==> config.mk <==
export PLATFORM = sky130hd
export DESIGN_NAME = pm_norm_bank_flat
export DESIGN_NICKNAME = d
export VERILOG_FILES = /design/src/rtl/pm_norm_bank_pkg.sv /design/src/rtl/pm_norm_bank_if.sv /design/src/rtl/pm_norm_bank_normalizer.sv /design/src/rtl/pm_norm_bank.sv /design/src/flat_wrapper.sv
export SDC_FILE = /design/constraint.sdc
export NUM_CORES = 1
export LEC_CHECK = 0
export CAP_MARGIN = 20
export CORE_ASPECT_RATIO = 0.75
export CORE_MARGIN = 2
export CORE_UTILIZATION = 42
export DETAILED_ROUTE_END_ITERATION = 6
export PLACE_DENSITY = 0.8
export SYNTH_ARGS = -nofsm -noshare
export SYNTH_HDL_FRONTEND = slang
export SYNTH_SLANG_ARGS = --single-unit
==> constraint.sdc <==
create_clock -name PM_clk -period 1.7 [get_ports PM_clk]
set_input_delay 0.34 -clock PM_clk [delete_from_list [all_inputs] [get_ports PM_clk]]
set_output_delay 0.34 -clock PM_clk [all_outputs]
set_load 0.005 [all_outputs]
==> src/rtl/pm_norm_bank_pkg.sv <==
// Shared definitions for the path-metric normalization bank.
// Optional feature macro: PM_NORM_CNT_EN (adds the 16-bit norm_cnt output).
package pm_pkg;

  localparam int PM_W_DEF       = 7;
  localparam int ID_W_DEF       = 4;
  localparam int NUM_STATES_DEF = 4;

  // Bit position of the metric MSB used for normalization
  function automatic int norm_bit_of(input int pm_w);
    return pm_w - 1;
  endfunction

  localparam int NORM_BIT = norm_bit_of(PM_W_DEF);

  typedef enum logic {
    IDLE = 1'b0,
    RUN  = 1'b1
  } pm_state_t;

endpackage

==> src/rtl/pm_norm_bank_if.sv <==
// Handshake/data bundle between the ACS array, the bank and the next trellis stage.
// Optional feature macro: PM_NORM_CNT_EN (norm_cnt is a plain top-level port).
interface pm_norm_bank_if
  import pm_pkg::*;
#(
  parameter int NUM_STATES = NUM_STATES_DEF,
  parameter int PM_W       = PM_W_DEF,
  parameter int ID_W       = ID_W_DEF
);

  logic                       in_valid;
  logic                       in_ready;
  logic                       start;
  logic [ID_W-1:0]            data_id;
  logic [NUM_STATES*PM_W-1:0] PM_in;
  logic                       out_valid;
  logic                       out_ready;
  logic [NUM_STATES*PM_W-1:0] PM_out;
  logic [ID_W-1:0]            data_id_out;
  logic                       norm_flag;
  logic                       id_err;

  modport master (
    output in_valid, start, data_id, PM_in, out_ready,
    input  in_ready, out_valid, PM_out, data_id_out, norm_flag, id_err
  );

  modport slave (
    input  in_valid, start, data_id, PM_in, out_ready,
    output in_ready, out_valid, PM_out, data_id_out, norm_flag, id_err
  );

endinterface

==> src/rtl/pm_norm_bank_normalizer.sv <==
// Combinational MSB normalizer: when every metric has its MSB set, all MSBs
// are cleared, which is an exact subtraction of 2^(PM_W-1) from each metric.
// Optional feature macro: PM_NORM_CNT_EN (not used here).
module pm_normalizer
  import pm_pkg::*;
#(
  parameter int NUM_STATES = NUM_STATES_DEF,
  parameter int PM_W       = PM_W_DEF
) (
  input  logic [NUM_STATES*PM_W-1:0] pm_in,
  output logic [NUM_STATES*PM_W-1:0] pm_out,
  output logic                       norm_flag
);

  localparam int MSB_IDX = norm_bit_of(PM_W);

  // Detect the all-MSB-set condition and strip the MSBs when it holds
  always_comb begin
    norm_flag = 1'b1;
    pm_out    = pm_in;
    for (int s = 0; s < NUM_STATES; s++) begin
      norm_flag = norm_flag & pm_in[s*PM_W + MSB_IDX];
    end
    if (norm_flag) begin
      for (int s = 0; s < NUM_STATES; s++) begin
        pm_out[s*PM_W + MSB_IDX] = 1'b0;
      end
    end
  end

endmodule

==> src/rtl/pm_norm_bank.sv <==
// One-deep path-metric register bank with valid/ready handshake, MSB
// normalization on the load path and in-order data_id checking.
// Optional feature macro: PM_NORM_CNT_EN (adds norm_cnt, saturating count of
// normalized symbols since the last accepted start).
module pm_norm_bank
  import pm_pkg::*;
#(
  parameter int NUM_STATES = NUM_STATES_DEF,
  parameter int PM_W       = PM_W_DEF,
  parameter int ID_W       = ID_W_DEF
) (
  input  logic        PM_clk,
  input  logic        PM_rst,
  pm_norm_bank_if.slave bus
`ifdef PM_NORM_CNT_EN
  ,
  output logic [15:0] norm_cnt
`endif
);

  pm_state_t                  state;
  logic [ID_W-1:0]            exp_id;
  logic [NUM_STATES*PM_W-1:0] norm_vec;
  logic                       norm_hit;
  logic                       accept;

  pm_normalizer #(
    .NUM_STATES(NUM_STATES),
    .PM_W      (PM_W)
  ) u_normalizer (
    .pm_in    (bus.PM_in),
    .pm_out   (norm_vec),
    .norm_flag(norm_hit)
  );

  assign bus.in_ready = !bus.out_valid || bus.out_ready;
  assign accept       = bus.in_valid && bus.in_ready;

  // Output register, frame FSM and sticky id sequence check
  always_ff @(posedge PM_clk or negedge PM_rst) begin
    if (!PM_rst) begin
      state           <= IDLE;
      exp_id          <= '0;
      bus.out_valid   <= 1'b0;
      bus.PM_out      <= '0;
      bus.data_id_out <= '0;
      bus.norm_flag   <= 1'b0;
      bus.id_err      <= 1'b0;
    end else if (accept) begin
      bus.out_valid   <= 1'b1;
      bus.PM_out      <= norm_vec;
      bus.data_id_out <= bus.data_id;
      bus.norm_flag   <= norm_hit;
      if (bus.start) begin
        state      <= RUN;
        exp_id     <= bus.data_id + ID_W'(1);
        bus.id_err <= 1'b0;
      end else if (state == IDLE) begin
        bus.id_err <= 1'b1;
      end else begin
        if (bus.data_id != exp_id) begin
          bus.id_err <= 1'b1;
        end
        exp_id <= bus.data_id + ID_W'(1);
      end
    end else if (bus.out_valid && bus.out_ready) begin
      bus.out_valid <= 1'b0;
    end
  end

`ifdef PM_NORM_CNT_EN
  // Saturating count of normalized symbols, restarted by each accepted start
  always_ff @(posedge PM_clk or negedge PM_rst) begin
    if (!PM_rst) begin
      norm_cnt <= '0;
    end else if (accept) begin
      if (bus.start) begin
        norm_cnt <= norm_hit ? 16'd1 : 16'd0;
      end else if (norm_hit && norm_cnt != 16'hFFFF) begin
        norm_cnt <= norm_cnt + 16'd1;
      end
    end
  end
`endif

endmodule

==> src/flat_wrapper.sv <==
// flat-port wrapper written by rule: the top's interface ports become plain ports
module pm_norm_bank_flat import pm_pkg::*;
#(
  parameter int NUM_STATES = NUM_STATES_DEF,
  parameter int PM_W       = PM_W_DEF,
  parameter int ID_W       = ID_W_DEF
)
  (PM_clk, PM_rst, bus_in_valid, bus_start, bus_data_id, bus_PM_in, bus_out_ready, bus_in_ready, bus_out_valid, bus_PM_out, bus_data_id_out, bus_norm_flag, bus_id_err);
  pm_norm_bank_if #(.NUM_STATES(NUM_STATES), .PM_W(PM_W), .ID_W(ID_W)) bus_i ();
  input  logic PM_clk;
  input  logic PM_rst;
  input wire logic [$bits(bus_i.in_valid)-1:0] bus_in_valid;
  input wire logic [$bits(bus_i.start)-1:0] bus_start;
  input wire logic [$bits(bus_i.data_id)-1:0] bus_data_id;
  input wire logic [$bits(bus_i.PM_in)-1:0] bus_PM_in;
  input wire logic [$bits(bus_i.out_ready)-1:0] bus_out_ready;
  output wire logic [$bits(bus_i.in_ready)-1:0] bus_in_ready;
  output wire logic [$bits(bus_i.out_valid)-1:0] bus_out_valid;
  output wire logic [$bits(bus_i.PM_out)-1:0] bus_PM_out;
  output wire logic [$bits(bus_i.data_id_out)-1:0] bus_data_id_out;
  output wire logic [$bits(bus_i.norm_flag)-1:0] bus_norm_flag;
  output wire logic [$bits(bus_i.id_err)-1:0] bus_id_err;
  assign bus_i.in_valid = bus_in_valid;
  assign bus_i.start = bus_start;
  assign bus_i.data_id = bus_data_id;
  assign bus_i.PM_in = bus_PM_in;
  assign bus_i.out_ready = bus_out_ready;
  assign bus_in_ready = bus_i.in_ready;
  assign bus_out_valid = bus_i.out_valid;
  assign bus_PM_out = bus_i.PM_out;
  assign bus_data_id_out = bus_i.data_id_out;
  assign bus_norm_flag = bus_i.norm_flag;
  assign bus_id_err = bus_i.id_err;
  pm_norm_bank #(.NUM_STATES(NUM_STATES), .PM_W(PM_W), .ID_W(ID_W)) u_core (.PM_clk(PM_clk), .PM_rst(PM_rst), .bus(bus_i));
endmodule
==> flow_results.org, run 1 <==
** Critical path
- Startpoint of the worst register-to-register path :: u_core.bus.out_valid$_DFFE_PN0P_
- Category of the worst setup path capture point :: primary output
- The critical path in this run is classified as flop to primary output.
- Walking the worst path, the cells encountered are clkdlybuf4s50_1.
- Critical path data arrival time :: 1.20 ns
- Slowest stage cell on the critical path :: clkdlybuf4s50_1
- In this run the worst path has a maximum fanout of 2.
- Startpoint of the worst setup timing path :: u_core.bus.PM_out[21]$_DFFE_PN0P_
- Counting both buffers and inverters, the worst setup path holds a total of 1.
- In this design, the stage delay of the slowest critical-path cell is 0.54 ns.
- Gate family responsible for the most delay along the worst path :: buffers and inverters
- STA classifies the critical path startpoint as a flop.
- For the worst setup path, the data required time is 1.36 ns.

** Clock tree
- CTS built an H-tree with a depth of 2.
- TritonCTS buffer count :: 5
- TritonCTS built the clock tree.
- For the worst-skew pair, the clock arrives at the later sink with an insertion delay of 0.29 ns.
- CTS placed an instance of clkbuf_8 at the clock tree root.
- Buffers added to address setup during post-CTS repair amount to 0.
- CTS saw 40 sinks.
- CTS max path bufs :: 2
- CTS clk-pin slew, worst paths :: 0.08 ns

** STA
- The number of slew-limit violations in the final report is 0.
- Setup violations remaining at the end of the flow were counted as 0.
- Setup repair after global routing left no endpoint under its margin.
- Transition time of the tightest slew-check pin :: 0.489 ns
- Final count of hold timing violations :: 0
- Headroom to the max-slew limit came out at 0.674.
- On the final layout, the worst clock skew is 0.00490 ns.
- Part of the cycle the worst path needs :: 0.908
- Minimum period implied by the final worst setup slack :: 1.54 ns
- Max Clk Rate :: 0.648 GHz

** Detailed routing
- The routed layout has 1,217 vias.
- The final layout contains routed wiring with a total length of 3810 µm.
- Remaining antenna violation count :: 0
- Vias per inst :: 4.85
- For this run, design rule violations remaining after detail routing come to 0.
- Count of TritonRoute iterations in the first routing pass :: 4
- For this block, the initial DRC count from the detailed router was 48.
- After detailed routing, the average wire length per cell comes to 15.2 µm.

** Run status
- The run finished with clean final reports.

** Logic synthesis
- Largest cells by area after synthesis :: dfrtp_1 (59%), mux2_4 (16%), mux2_2 (7.3%), nand2_1 (2.9%), o21ai_0 (2.4%)
- Yosys printed 0 warnings.
- Share of synthesized area occupied by flip-flops and latches :: 0.591
- Mean post-synth cell area :: 14.7 µm²
- Biggest area consumer among synthesized cells :: dfrtp_1
- The cell area that synthesis handed to floorplanning was 0.00169 mm².
- Number of distinct standard cells referenced by the synthesized netlist :: 22
- After synthesis the netlist holds a flip-flop and latch count of 40.
- Synthesis produced a netlist whose cell count is 115.
- Fraction of synthesized cell area taken by the top area cell type :: 0.591
- The number of nets in the synthesized netlist is 153.

** Final layout
- Fraction of layout instances using a drive strength above 1 :: 0.241
- Summing all non-filler instances in the final layout gives an area of 0.00263 mm².
- 0 antenna diodes ended up in the layout.
- Number of nets in the layout :: 236
- From synthesis to final layout, the design area changed by 55.2%.

** Placed design
- The placed instances occupy a cell area of 0.00251 mm².
- Final Wtd Congestion :: 0.723
- Summed over all nets, the half-perimeter wirelength after detailed placement is 2810 µm.
- I/O Buffers :: 72

** Power
- Sum of internal, switching and leakage power :: 2.62 mW
- Peak supply drop :: 571 µV
- Static leakage :: 1.15 nW
- Power per Cell Area :: 996 mW/mm²

** Die
- Core area :: 0.00376 mm²
- The floorplan step defined a die boundary enclosing 0.00456 mm².
- Starting density of the core :: 0.451
- During I/O placement, the number of pins put on the boundary was 73.
- The die is 77.3 µm wide.
- Row generation in the floorplan step produced 19 rows.
- From bottom edge to top edge, the die measures 59 µm.

** Run
- The tool flagged a number of max-cap violations equal to 0.

** GRT
- The initial antenna violation count was 0.
- Entering global routing, the biggest net connects 41 pins.
- After global routing the overflow that remains totals 0.
- Global-route wire length before repair :: 6310 µm
- Total track usage :: 0.185
- The via count of the first global-routing pass was 1,276.

** Min path
- The tightest min-delay check is of the input pin to asynchronous set/reset pin type.
## Yosys cell counts
library cell,number
a21o_1,1
a2bb2oi_1,1
a31oi_1,1
and2_4,1
buf_12,1
buf_6,1
buf_8,1
clkbuf_1,1
dfrtp_1,40
ha_1,1
mux2_2,11
mux2_4,18
nand2_1,13
nand2b_1,1
nand2b_4,1
nand3_1,5
nand4_1,1
nor3_1,1
o211ai_1,1
o21ai_0,8
xnor2_1,2
xor2_1,4
## repair_timing
action                                  4_1_cts  5_1_grt
endpoints found under the setup margin        1        0
hold buffers                                  0        0
resized for setup                             1        0
## sequential cells by signal, summed over array words and instances (netlist names)
register	flops
u_core.state	1
u_core.bus.id_err	1
u_core.bus.PM_out	28
u_core.bus.norm_flag	1
u_core.bus.out_valid	1
u_core.exp_id	4
u_core.bus.data_id_out	4
## routing by layer
metal / routed length (µm) / global-route usage / vias up
li1: - / - / 563
met1: 1590 / 0.222 / 591
met2: 1790 / 0.306 / 57
met3: 382 / 0.0732 / 6
met4: 50 / 0.0765 / 0
met5: 0 / 0 / -
## cell families (layout without fill, tap and decap cells)
| logic type | count (synthesis) | in the layout | share of synthesized area |
|---|---|---|---|
| compound gates | 12 | 12 | 0.0414 |
| xor+xnor | 6 | 6 | 0.0310 |
| fa+ha+maj | 1 | 1 | 0.00738 |
| buf+inv | 4 | 88 | 0.0295 |
| flops | 40 | 40 | 0.591 |
| mux | 29 | 29 | 0.233 |
| simple gates | 23 | 23 | 0.0672 |
## worst register-to-register path, stage by stage (launching register included)
cell	delay, ns
dfrtp_1	0.39
nand2b_4	0.08
buf_4	0.13
nand2_1	0.22
mux2_2	0.37
## path summary, 6_finish.rpt
check	to	slack, ns	cells after the start
min reg2reg	u_core.exp_id[3]$_DFFE_PN0P_	0.50	2
max	bus_PM_out[21]	0.16	1
max reg2reg	u_core.bus.data_id_out[2]$_DFFE_PN0P_	0.40	4
max in group asynchronous	u_core.bus.PM_out[2]$_DFFE_PN0P_	1.27	2
min in group PM_clk	u_core.exp_id[3]$_DFFE_PN0P_	0.50	2
min	u_core.bus.PM_out[12]$_DFFE_PN0P_	0.09	2
## final cells by class
type	count	area (µm²)
multi-input cells	71	643
flip-flops and latches	40	1000
repair buffers	80	800
well taps	52	65.1
clock inverters	2	38.8
clock buffers	6	82.6
fillers	291	1130
## power by group
group,switching [mW],leakage [nW],internal [mW]
combinational,0.195,0.614,0.449
clock,0.332,0.0614,0.480
sequential,0.0781,0.470,1.09
total,0.605,1.15,2.02
## layout by cell type, fill, tap and decap left out
master and n:
xor2_1 4, dfrtp_1 40, o211ai_1 1, clkinv_4 1, mux2_4 18, dlygate4sd2_1 1
clkbuf_8 6, buf_12 2, buf_4 6, nand2b_4 1, nand2_1 13, buf_2 1
clkdlybuf4s50_1 70, ha_1 1, nor3_1 1, nand3_1 5, mux2_2 11, and2_4 1
nand4_1 1, a21o_1 1, a31oi_1 1, xnor2_1 2, a2bb2oi_1 1, o21ai_0 8
bufinv_16 1, nand2b_1 1
## stage by stage
step	hold WS, ns	utilization	std cells	setup WS [ns]	TNS (ns)
after CTS	0.110	0.700	251	0.146	0
after global routing	0.136	0.700	251	0.119	0
final	0.0912	0.700	251	0.157	0
after floorplan	0.0444	-	115	0.382	0
after detailed placement	0.431	0.668	243	-0.0600	-0.551
after global placement	0.418	0.668	243	-0.0543	-0.169
Power figures use the tool's default switching activity.
==> run 2: changes to the inputs <==
CORE_UTILIZATION = 38   (was 42)
PLACE_DENSITY = 0.76   (was 0.8)
clock period = 1.4 ns   (was 1.7 ns; I/O delays follow)
==> flow_results.org, run 2 (synthesized netlist as in run 1, its figures left out) <==
** Placed design
- I/O Buffers :: 72
- Routability-driven placement finished with a final weighted congestion of 0.747.
- Detailed placement finished with a half-perimeter wire length of 2740 µm.
- In this run the cell area measured after placement is 0.00254 mm².
- # placed instances :: 249

** STA
- Minimum period implied by the final worst setup slack :: 1.37 ns
- Worst relative slew slack :: 0.670
- Setup repair after global routing missed its margin :: no
- Clock Skews :: 0.00376 ns
- Transition time of the tightest slew-check pin :: 0.495 ns
- Part of the cycle the worst path needs :: 0.977
- The number of slew-limit violations in the final report is 0.
- Summed negative setup slack over all endpoints :: 0 ns
- Setup violations remaining at the end of the flow were counted as 0.
- The number of hold-slack violations in the final timing report was 0.
- Derived from the worst setup path, the maximum achievable clock frequency is 0.731 GHz.

** Final layout
- Commonest cells after routing, fill and taps aside :: dfrtp_1 (40), clkdlybuf4s50_1 (35), dlygate4sd2_1 (35)
- Sequential cell area :: 0.00100 mm²
- Flip-flop count of the largest register after layout :: 28
- At the end of the flow the core is filled with cells to 0.644.
- With fillers left out, the area of the finished cells amounts to 0.00267 mm².
- 0 antenna diodes ended up in the layout.
- Number of nets in the layout :: 242
- Register bank with the most flops :: u_core.bus.PM_out
- Leaving out fill and tap cells, the most frequent cell in the layout is dfrtp_1.
- Excluding fillers, the count of instances in the completed layout stands at 260.
- The filler cells instantiated in the layout total 332.
- In the final layout, the multi-input gates occupy 643 µm².
- Layout Area Growth over Synthesis :: 57.8%
- Fraction of layout instances using a drive strength above 1 :: 0.263
- Top Registers :: u_core.bus.PM_out (28), u_core.bus.data_id_out (4), u_core.exp_id (4)

** Die
- The die is 81.1 µm wide.
- Starting density of the core :: 0.408
- The region available for standard cell placement spans 0.00415 mm².
- Height of the chip :: 61.8 µm
- Number of top-level design ports :: 73
- The die covers 0.00501 mm².
- Count of standard-cell rows :: 20

** GRT
- The first global-routing pass estimated 5930 µm of wire.
- Largest net degree at the start of global routing :: 41
- The via count of the first global-routing pass is 1,295.
- Antenna violations before repair :: 0
- Total track usage :: 0.163
- Global route total overflow :: 0

** Clock tree
- Clock sink count :: 40
- TritonCTS built the clock tree.
- The H-tree was split into 2 levels.
- Counting the buffers created by CTS gives 5.
- Clock tree synthesis selected as its root buffer the cell clkbuf_8.
- At the later pin of the worst-skew pair, clock insertion delay measures 0.29 ns.
- After clock tree synthesis, the clock-pin slew on the worst setup and hold paths is 0.08 ns.
- CTS max path bufs :: 2

** Critical path
- Together, buffers and inverters on the worst path number 2.
- At the worst endpoint, the required time is 1.58 ns.
- For this design, the slowest cell found on the critical path is clkdlybuf4s50_1.
- Of all nets on the critical path, the largest fanout is 11.
- The worst setup path is launched from an input pin.
- Category of the worst setup path capture point :: flop
- The setup path with the least slack is of type input pin to flop.
- The most critical setup path has its startpoint at bus_out_ready.
- Reg2Reg Setup Slack :: 0.12 ns
- The endpoint identified for the worst register-to-register timing path is u_core.bus.PM_out[10]$_DFFE_PN0P_.
- CP max stage delay :: 0.46 ns
- Gate family responsible for the most delay along the worst path :: buffers and inverters
- Worst-case reg-to-reg path depth :: 4
- The signal on the critical path passes through clkdlybuf4s50_1 -> nand2b_4 -> and2_4 -> buf_12 -> mux2_2.
- Startpoint of the worst register-to-register path :: u_core.bus.out_valid$_DFFE_PN0P_
- Critical path data arrival time :: 1.55 ns

** Run
- Max-cap violations in this run came to 0.

** Detailed routing
- The first routing iteration left 25 violations.
- Vias per inst :: 4.75
- In the routed design, unresolved DRC markers number 0.
- Vias post-DR :: 1,236
- The detail route stage leaves a number of antenna-violating nets equal to 0.
- The first TritonRoute pass finished after 4 iterations.
- Wires add up to 3650 µm.
- Dividing the detail-routed wire length by the instance count gives 14.0 µm.

** Power
- The worst-case IR drop observed on VDD is 684 µV.
- Power spread over the standard cell area amounts to 1270 mW/mm².
- Static leakage :: 1.25 nW
- Sum of internal, switching and leakage power :: 3.39 mW

** Min path
- The tightest min-delay check is of the input pin to asynchronous set/reset pin type.

** Run status
- The flow ran to the end, and the final reports show no timing, DRC or antenna violations.
-- run 2: cell types whose count changed in the layout (fill, tap and decap cells not counted), sizes merged --
cell	delta
clkdlybuf4s15	+1
clkinv	-1
bufinv	+2
clkbuf	-1
buf	+6
clkdlybuf4s50	-35
dlygate4sd2	+34
-- run 2: where the power goes --
part	switching, mW	internal, mW	leakage, nW
combinational	0.236	0.466	0.698
sequential	0.0879	1.32	0.470
clock	0.391	0.891	0.0784
-- run 2: how the worst max path moves through the flow --
stage	to	slack (ns)	cells after the start
2_1_floorplan	u_core.bus.PM_out[0]$_DFFE_PN0P_	0.08	5
3_3_place_gp	bus_in_ready	-0.25	3
3_5_place_dp	u_core.bus.PM_out[11]$_DFFE_PN0P_	-0.27	5
4_1_cts	bus_in_ready	0.01	3
5_1_grt	bus_in_ready	0.009	3
6_report	u_core.bus.PM_out[10]$_DFFE_PN0P_	0.03	5
-- run 2: metrics by stage --
| step | setup slack [ns] | hold slack [ns] |
|---|---|---|
| final | 0.0316 | 0.0392 |
| after floorplan | 0.0819 | -0.0156 |
| after global placement | -0.248 | 0.354 |
| after CTS | 0.00972 | 0.0550 |
| after global routing | 0.00903 | 0.0674 |
| after detailed placement | -0.271 | 0.369 |
-- run 2: final cells by class --
class                      instances  share of cell area
sequential                        40               0.374
timing repair buffer              86               0.300
multi-input combinational         71               0.241
clock inverter                     3              0.0337
clock buffer                       5              0.0257
tap                               55              0.0257
-- run 2: worst reg2reg max path, cell delays in order, from the launching register on --
cell and delay, ns:
dfrtp_1 0.41, nand2b_4 0.10, and2_4 0.18, buf_12 0.14
mux2_2 0.34
-- run 2: what timing repair did --
action,in CTS,in global routing
pin swaps,0,0
hold buffers,0,0
endpoints found under the setup margin,36,1
setup buffers,3,0
resized for setup,36,1
-- run 2: per-layer routing --
layer | global-route usage | vias to the layer above | routed length, µm
li1 | - | 582 | -
met1 | 0.193 | 593 | 1630
met2 | 0.264 | 53 | 1610
met3 | 0.0795 | 8 | 348
met4 | 0.0557 | 0 | 55
met5 | 0 | - | 0
==> run 3: changes to the inputs <==
REMOVE_ABC_BUFFERS = 1   (was unset)
==> flow_results.org, run 3 (synthesized netlist as in run 1, its figures left out) <==
** Run status
- The flow ran to the end, and the final reports show no timing, DRC or antenna violations.

** Critical path
- End of the critical path :: u_core.exp_id[1]$_DFFE_PN0P_
- Startpoint of the worst setup timing path :: u_core.state$_DFFE_PN0P_
- Category of the worst setup path capture point :: flop
- Worst reg2reg endpoint :: u_core.exp_id[1]$_DFFE_PN0P_
- Reg2Reg Setup Slack :: 0.06 ns
- Crit path max fanout :: 6
- The worst setup path is launched from a flop.
- For the worst setup path, the data arrival time is 1.51 ns.
- Worst-case reg-to-reg path depth :: 2
- Worst setup path class :: flop to flop
- Startpoint of the worst register-to-register path :: u_core.state$_DFFE_PN0P_
- Critical path data required time :: 1.56 ns

** GRT
- Global-route wire length before repair :: 6380 µm
- Via count of the first global-routing pass :: 1,318
- In the global route stage, overall resource usage came out at 0.174.
- Global route total overflow :: 0
- Entering global routing, the biggest net connects 29 pins.
- Antenna violations before repair :: 0

** STA
- After layout, the worst setup slack is 0.0551 ns.
- Clock Skews :: 0.0102 ns
- Transition time of the tightest slew-check pin :: 0.473 ns
- The number of hold-slack violations in the final timing report was 0.
- For this run, the top clock speed supported by timing is 0.744 GHz.
- Part of the cycle the worst path needs :: 0.961
- The number of slew-limit violations in the final report came to 0.
- In this run the tightest slew margin relative to its limit is 0.683.
- Minimum period implied by the final worst setup slack :: 1.34 ns
- Final setup violation count :: 0
- Hold is met by 0.312 ns.
- Setup repair after global routing missed its margin :: no

** Die
- The die covers 0.00501 mm².
- Horizontal die dimension :: 81.1 µm
- Number of top-level design ports :: 73
- For this configuration, the core starts out at a cell density of 0.408.
- Count of standard-cell rows :: 20
- The die is 61.8 µm tall.
- Core area :: 0.00415 mm²

** Detailed routing
- For this block, the initial DRC count from the detailed router was 35.
- Vias per inst :: 4.58
- DRC violation count after routing :: 0
- Vias post-DR :: 1,223
- The routed design has 3970 µm of wire.
- Remaining antenna violation count :: 0
- After detailed routing, the average wire length per cell comes to 14.9 µm.
- Count of TritonRoute iterations in the first routing pass :: 4

** Final layout
- After filler insertion, the fill cell instance count of the layout stands at 336.
- Non-Filler Instances :: 267
- Number of nets in the layout :: 249
- Summing all multi-input logic gate instances after layout gives 643 µm².
- The library cell used most frequently in the layout, excluding fill and tap cells, is dfrtp_1.
- In the final layout, the registers with the most flip-flops are u_core.bus.PM_out (28), u_core.bus.data_id_out (4), u_core.exp_id (4).
- Ranked by flip-flop count, first place goes to u_core.bus.PM_out.
- Measured on the finished design, the core utilization comes to 0.648.
- Count of inserted antenna diode cells :: 0
- Layout Area Growth over Synthesis :: 58.9%
- Flip-flop count of the largest register after layout :: 28
- Summing all flip-flop and latch instances after layout gives 0.00100 mm².
- Fraction of layout instances using a drive strength above 1 :: 0.278
- Commonest cells after routing, fill and taps aside :: dfrtp_1 (40), dlygate4sd2_1 (35), clkdlybuf4s50_1 (34)

** Min path
- The min-delay analysis places its worst path in the category input pin to flop.
- Number of stages on the worst hold path :: 3

** Run
- Across the run, the number of max-cap violations was 0.

** Placed design
- Port buffering added 72 buffers.
- Final Wtd Congestion :: 0.813
- # placed instances :: 247
- Once detailed placement completed, the half-perimeter wirelength came to 2910 µm.
- OpenSTA, run right after detailed placement, puts the worst setup slack at -0.276 ns.

** Clock tree
- The clock passes through at most 2 buffers.
- Clock network latency to the later pin of the worst-skew pair :: 0.29 ns
- CTS tree :: yes
- Clock-pin slew was measured on the worst setup and hold paths at 0.08 ns.
- Clock tree synthesis selected as its root buffer the cell clkbuf_8.
- Clock tree synthesis found a total of 40 sinks.
- TritonCTS buffer count :: 5
- In this run the number of H-tree levels came out at 2.

** Power
- Power per Cell Area :: 1140 mW/mm²
- Across the VDD grid, the largest voltage drop is 942 µV.
- Static leakage :: 1.27 nW
[run 3: routing by layer]
layer,GRT usage,part of all wire,vias to the layer above
met1,0.200,0.41,592
met2,0.322,0.52,39
met5,0,0,-
li1,-,-,589
met4,0.0581,0.0048,0
met3,0.0462,0.062,3
[run 3: metrics by stage]
stage	setup TNS (ns)	power, mW	cell area (µm²)
floorplan	0	1.70	1640
global placement	-7.60	2.20	2530
detailed placement	-8.38	2.23	2530
CTS	0	3.09	2670
global route	0	3.22	2690
finish	0	3.07	2690
[run 3: worst min path at each step]
stage                        startpoint                               endpoint  slack [ns]
final                     bus_out_ready       u_core.bus.out_valid$_DFFE_PN0P_        0.31
after global routing      bus_out_ready       u_core.bus.out_valid$_DFFE_PN0P_        0.32
after CTS                        PM_rst       u_core.bus.PM_out[8]$_DFFE_PN0P_        0.42
after floorplan                  PM_rst       u_core.bus.PM_out[0]$_DFFE_PN0P_       -0.02
after detailed placement         PM_rst  u_core.bus.data_id_out[0]$_DFFE_PN0P_        0.19
after global placement           PM_rst  u_core.bus.data_id_out[2]$_DFFE_PN0P_        0.19
[run 3: what timing repair did]
| item | in CTS | in global routing |
|---|---|---|
| endpoints found under the setup margin | 36 | 2 |
| pin swaps | 0 | 1 |
| hold buffers | 1 | 0 |
| gates resized for setup | 37 | 1 |
| setup buffers | 8 | 3 |
| cloned | 0 | 0 |
| hold endpoints to repair | 12 | 0 |
[run 3: report_power, final]
group	total (mW)	internal (mW)	switching [mW]
logic	0.749	0.498	0.251
clock network	0.911	0.529	0.382
registers	1.41	1.32	0.0904
[run 3: area by class of cell]
class	count	area share
clock buffers	6	0.0270
repair buffers	93	0.324
well taps	55	0.0256
multi-input cells	71	0.239
clock inverters	2	0.0130
flip-flops and latches	40	0.372
[run 3: worst max-delay path: stages (launching register included)]
cell and delay [ns]:
dfrtp_1 0.41, o211ai_1 0.43, mux2_2 0.39
